[config.mk]
export PLATFORM = sky130hd
export DESIGN_NAME = exe_issue_fsm
export DESIGN_NICKNAME = d
export VERILOG_FILES = /design/src/rtl/exe_pkg.sv /design/src/rtl/exe_issue_queue.sv /design/src/rtl/exe_issue_fsm.sv
export SDC_FILE = /design/constraint.sdc
export NUM_CORES = 1
export LEC_CHECK = 0
export ABC_AREA = 1
export BUFFER_PORTS_ARGS = -buffer_cell sky130_fd_sc_hd__buf_4
export CAP_MARGIN = 5
export CORE_AREA = 4 4 260 262
export CTS_CLUSTER_DIAMETER = 150
export DETAILED_ROUTE_END_ITERATION = 6
export DIE_AREA = 0 0 264 266
export HOLD_SLACK_MARGIN = 0.05
export PLACE_DENSITY = 0.75
export SLEW_MARGIN = 20
export SYNTH_ARGS = -nofsm -noshare
export SYNTH_HDL_FRONTEND = slang
export SYNTH_HIERARCHICAL = 1
export SYNTH_SLANG_ARGS = --single-unit
[constraint.sdc]
create_clock -name Clock -period 11 [get_ports Clock]
set_input_delay 0 -clock Clock [delete_from_list [all_inputs] [get_ports Clock]]
set_output_delay 0 -clock Clock [all_outputs]
set_load 0.02 [all_outputs]
[src/rtl/exe_pkg.sv]
// exe_pkg: shared state encoding, opcodes and sizing helpers for the execution unit
package exe_pkg;
  typedef enum logic [1:0] {
    IDLE     = 2'd0,
    WAIT_ALU = 2'd1,
    FLUSH    = 2'd2
  } state_t;
  localparam logic [5:0] OP_NOP         = 6'h00;
  localparam logic [5:0] OP_DEBUG_PRINT = 6'h3f;
  function automatic int clog2(input int v);
    int r;
    r = 0;
    for (int i = 0; (1 << i) < v; i++) r = i + 1;
    return r;
  endfunction
endpackage

[src/rtl/exe_issue_queue.sv]
// exe_issue_queue: DEPTH-entry FIFO holding decoded instructions awaiting issue
module exe_issue_queue
  import exe_pkg::*;
#(
  parameter int W     = 8,
  parameter int DEPTH = 2,
  localparam int AW   = clog2(DEPTH),
  localparam int CW   = AW + 1
) (
  input  logic          Clock,
  input  logic          Reset,
  input  logic          push,
  input  logic          pop,
  input  logic          flush,
  input  logic [W-1:0]  din,
  output logic [W-1:0]  dout,
  output logic [CW-1:0] count,
  output logic          full,
  output logic          empty
);
  logic [W-1:0]  mem [DEPTH];
  logic [AW-1:0] wr_ptr;
  logic [AW-1:0] rd_ptr;
  assign dout  = mem[rd_ptr];
  assign full  = count == CW'(DEPTH);
  assign empty = count == '0;
  // pointers wrap naturally since DEPTH is a power of two; flush discards everything
  always_ff @(posedge Clock or negedge Reset)
    if (!Reset) begin
      wr_ptr <= '0;
      rd_ptr <= '0;
      count  <= '0;
    end else if (flush) begin
      wr_ptr <= '0;
      rd_ptr <= '0;
      count  <= '0;
    end else begin
      if (push) wr_ptr <= wr_ptr + AW'(1);
      if (pop) rd_ptr <= rd_ptr + AW'(1);
      count <= count + CW'(push) - CW'(pop);
    end
  // entry storage needs no reset; occupancy is tracked by count
  always_ff @(posedge Clock)
    if (push) mem[wr_ptr] <= din;
endmodule

[src/rtl/exe_issue_fsm.sv]
// exe_issue_fsm: queues decoded instructions, issues them to the vector ALU and writes results back
module exe_issue_fsm
  import exe_pkg::*;
#(
  parameter int WIDTH   = 32,
  parameter int LANES   = 3,
  parameter int OP_W    = 6,
  parameter int ADDR_W  = 16,
  parameter int ROM_W   = 16,
  parameter int DEPTH   = 2,
  parameter int TIMEOUT = 255,
  localparam int RW     = LANES * WIDTH,
  localparam int CW     = clog2(DEPTH) + 1
) (
  input  logic              Clock,
  input  logic              Reset,
  input  logic              iDecodeValid,
  output logic              oDecodeReady,
  input  logic [OP_W-1:0]   iOperation,
  input  logic [RW-1:0]     iSource0,
  input  logic [RW-1:0]     iSource1,
  input  logic [ADDR_W-1:0] iDestination,
  output logic [OP_W-1:0]   oALUOperation,
  output logic [RW-1:0]     oALUSrcA,
  output logic [RW-1:0]     oALUSrcB,
  output logic              oTriggerALU,
  input  logic [RW-1:0]     iALUResult,
  input  logic              iALUOutputReady,
  input  logic              iBranchTaken,
  input  logic              iBranchNotTaken,
  output logic              oJumpFlag,
  output logic [ROM_W-1:0]  oJumpIp,
  output logic              oRAMWriteEnable,
  output logic [ADDR_W-1:0] oRAMWriteAddress,
  output logic [RW-1:0]     oRAMWriteData,
  output logic [ADDR_W-1:0] oLastDestination,
  output logic [CW-1:0]     oQueueCount,
  output logic              oBusy,
  output logic              oError
);
  localparam int QW = OP_W + ADDR_W + 2 * RW;
  localparam int TW = clog2(TIMEOUT + 1);
  state_t            state;
  state_t            state_nxt;
  logic              issue;
  logic              timeout;
  logic              q_push;
  logic              q_flush;
  logic              q_full;
  logic              q_empty;
  logic [QW-1:0]     q_dout;
  logic [OP_W-1:0]   h_op;
  logic [ADDR_W-1:0] h_dst;
  logic [RW-1:0]     h_s0;
  logic [RW-1:0]     h_s1;
  logic [OP_W-1:0]   op_q;
  logic [ADDR_W-1:0] dst_q;
  logic [TW-1:0]     timer;
  assign oDecodeReady = !q_full && state != FLUSH;
  assign q_push = iDecodeValid && oDecodeReady;
  assign {h_op, h_dst, h_s1, h_s0} = q_dout;
  assign oALUOperation = op_q;
  assign oRAMWriteAddress = dst_q;
  assign oLastDestination = dst_q;
  assign oJumpIp = dst_q[ROM_W-1:0];
  assign oRAMWriteData = iALUResult;
  assign oBusy = state != IDLE || !q_empty;
  exe_issue_queue #(.W(QW), .DEPTH(DEPTH)) u_queue (
    .Clock (Clock),
    .Reset (Reset),
    .push  (q_push),
    .pop   (issue),
    .flush (q_flush),
    .din   ({iOperation, iDestination, iSource1, iSource0}),
    .dout  (q_dout),
    .count (oQueueCount),
    .full  (q_full),
    .empty (q_empty)
  );
  // next state, issue decision, writeback/jump strobes; a result in the same cycle as the timeout wins
  always_comb begin
    state_nxt = state;
    issue = 1'b0;
    timeout = 1'b0;
    oJumpFlag = 1'b0;
    oRAMWriteEnable = 1'b0;
    q_flush = 1'b0;
    case (state)
      IDLE: begin
        issue = !q_empty;
        state_nxt = q_empty ? IDLE : WAIT_ALU;
      end
      WAIT_ALU:
        if (iALUOutputReady && iBranchTaken) begin
          oJumpFlag = 1'b1;
          state_nxt = FLUSH;
        end else if (iALUOutputReady) begin
          oRAMWriteEnable = !iBranchNotTaken && op_q != OP_W'(OP_NOP) && op_q != OP_W'(OP_DEBUG_PRINT);
          issue = !q_empty;
          state_nxt = q_empty ? IDLE : WAIT_ALU;
        end else if (timer == TW'(TIMEOUT)) begin
          timeout = 1'b1;
          state_nxt = IDLE;
        end
      FLUSH: begin
        q_flush = 1'b1;
        state_nxt = IDLE;
      end
      default: state_nxt = IDLE;
    endcase
  end
  // state register
  always_ff @(posedge Clock or negedge Reset)
    if (!Reset) state <= IDLE;
    else state <= state_nxt;
  // issue registers, one-cycle trigger, result timer and sticky timeout flag
  always_ff @(posedge Clock or negedge Reset)
    if (!Reset) begin
      op_q <= '0;
      dst_q <= '0;
      oALUSrcA <= '0;
      oALUSrcB <= '0;
      oTriggerALU <= 1'b0;
      timer <= '0;
      oError <= 1'b0;
    end else begin
      oTriggerALU <= issue;
      if (issue) begin
        op_q <= h_op;
        dst_q <= h_dst;
        oALUSrcA <= h_s1;
        oALUSrcB <= h_s0;
        timer <= '0;
      end else if (state == WAIT_ALU && !iALUOutputReady && !timeout) timer <= timer + TW'(1);
      if (timeout) oError <= 1'b1;
    end
endmodule

==> reports/qor.yml <==
outcome: "complete, no violations"
routedWlPerCell_um: 22.4
total_power_w: 0.0102
setup_viol: 0
finalClockSkew_ns: 0.0226
io_buffers: 473
synthCells: 1828
drt-initial-drc-count: 1244
via_count: 16700
drc_errors: 0
cts_buffers: 71
clkTransAtPathRegs_ns: 0.06
place.gp.congestion: 0.888
grt_overflow: 0
synth_area_mm2: 0.0259
antenna_found_initial: 39
drt-vias-per-instance: 4.85
rsz0062_at_grt: "false"
place_area_mm2: 0.0293
worstPathArrival_ns: 4.35
synth.net_count: 2147
clock_sinks: 658
leakage_nw: 15.3
dieArea_mm2: 0.0702
fmax_ghz: 0.241
fin_util_pct: 53.5
critical_path.endpoint_type: "register"
fin_cells: 3449
ys_ff_latch: 658
wl_mm: 77.3
min_path_type: "primary input to register"
dieWidth_um: 264
dr.pass1.iters: 5
hold_start: "iSource1[28]"
rows: 94
grt_max_degree: 138
tritoncts: "done"
clk_latency_ns: 0.60
die_y_um: 266
cap_violations: 0
grt_pass1_wl_mm: 113
path_max_fanout: 83
power_density_mw_per_mm2: 292
cts-root-buf: "clkbuf_16"
yosysUniqueCellTypes: 25
ctsLongestPathBuffers: 3
fin_setup_tns_ns: 0
holdPathEnd: "u_queue/mem[1][124]"
final_hold_viol_count: 0
grt_pass1_vias: 17900
final_cell_mix: "672 x nand2_1, 482 x buf_4, 428 x edfxtp_1"
worst_slew_pin_slew_ns: 1.12
rr_startpoint: "state[1]"
fin_area_mm2: 0.0350
path_class: "register to register"
required_ns: 11.21
hold_path_depth: 2
r2r_cells: 7
fin_nets: 2822
peakVddDrop_mv: 0.202
yosysSeqAreaShare_pct: 71.7
worst-r2r-setup-slack_ns: 6.86
yosysWarnings: 6
startpoint_type: "register"
final_common_cell: "nand2_1"
htreeDepth: 3
grt_usage_pct: 21.2
fin_crit_sh_pct: 37.7
area_growth_pct: 34.8
initial_core_util_pct: 39.7
ant_nets: 0
slew_viol_final: 0
drive_above_1_share_pct: 31.9
io-pin-count: 666
place_inst: 2977
hpwl_mm: 48.3
slew_headroom_pct: 25.4
fin_crit_ns: 4.14
coreArea_mm2: 0.0654
syn_area_per_cell_um2: 14.2
r2r-end: "u_queue/mem[1][66]"
metal layers:
metal	vias up	share of wire [%]	GRT usage, %
met4	4	7.0	13.1
met1	8269	33	21.3
met5	-	0.035	0
met2	738	52	38.3
li1	7433	-	-
met3	267	8.0	6.52
cell usage after synthesis:
cell type / instances / area, um2
nand2_1: 672 / 2520
edfxtp_1: 428 / 12900
dfrtp_1: 230 / 5760
buf_4: 140 / 1050
mux2_4: 138 / 2070
mux2_2: 76 / 856
buf_2: 38 / 190
nand3_1: 23 / 115
buf_6: 19 / 214
inv_1: 19 / 71.3
nor2_1: 19 / 71.3
o21ai_0: 5 / 25.0
clkbuf_1: 3 / 11.3
ha_1: 3 / 37.5
a21oi_1: 2 / 10.0
inv_2: 2 / 7.51
nor3_1: 2 / 10.0
xnor2_1: 2 / 17.5
nand2_2: 1 / 6.26
nand3_2: 1 / 10.0
nor3b_1: 1 / 7.51
nor4_1: 1 / 6.26
o21ai_1: 1 / 5.00
o21bai_1: 1 / 7.51
xor2_1: 1 / 8.76
worst max-delay path by stage:
stage | from | endpoint | slack, ns | cells past startpoint
floorplan | u_queue/count[1] | u_queue/mem[0][0] | 0.31 | 5
global placement | state[1] | u_queue/mem[1][72] | 7.03 | 7
detailed placement | state[1] | u_queue/mem[1][43] | 6.92 | 7
CTS | state[1] | u_queue/mem[1][195] | 6.88 | 7
global route | state[1] | u_queue/mem[1][64] | 6.53 | 7
finish | state[1] | u_queue/mem[1][66] | 6.86 | 7
logic make-up (layout without fill, tap and decap cells):
logic type / count (synthesis) / count (layout) / share of synthesized area (%)
and+or+nand+nor: 720 / 720 / 10.6
DFF: 658 / 658 / 71.7
buffers and inverters: 221 / 955 / 5.96
AOI/OAI and AO/OA: 9 / 9 / 0.183
muxes: 214 / 214 / 11.3
adders and majority gates: 3 / 3 / 0.145
other: 0 / 23 / 0
xor gates and xnor gates: 3 / 3 / 0.101
what timing repair did:
item,CTS,global route
buffers inserted,0,0
gates resized for setup,0,0
endpoints found under the hold margin,622,0
hold buffers,317,0
report_power, final:
group | switching [W] | internal [W] | total, W
combinational | 0.00226 | 0.00153 | 0.00379
sequential | 0.000421 | 0.00350 | 0.00393
clock | 0.000996 | 0.00151 | 0.00251
total | 0.00368 | 0.00655 | 0.0102
sequential cells by signal, summed over array words and instances (netlist names):
register	count
oALUOperation	6
oALUSrcA	96
oALUSrcB	96
oError	1
oJumpIp	16
oTriggerALU	1
state	2
timer	8
u_queue/count	2
u_queue/mem	428
u_queue/rd_ptr	1
u_queue/wr_ptr	1
area by class of cell:
class                           count  area, um2
Inverter                           21       91.3
Antenna cell                       23       57.6
Clock inverter                     30        445
Sequential cell                   658      18600
Tap cell                          864       1080
Clock buffer                      102       2030
Timing Repair Buffer              802       6860
Multi-Input combinational cell    949       5800
Fill cell                        5048      30400
per-stage QoR:
step / worst slack [ns] / hold WS, ns
finish: 6.86 / 0.128
detailed placement: 6.92 / 0.000185
CTS: 6.88 / 0.0675
global route: 6.53 / 0.0850
global placement: 7.03 / 0.000185
floorplan: 0.314 / -0.296
critical path: stages, from the launching register on:
cell and delay (ns):
dfrtp_1 0.39, inv_1 0.17, nor2_1 0.12, nor3b_1 0.45
nand2_1 0.24, inv_8 0.46, buf_4 0.79, buf_4 0.90
Note: power is estimated with default switching activity, not from simulation.
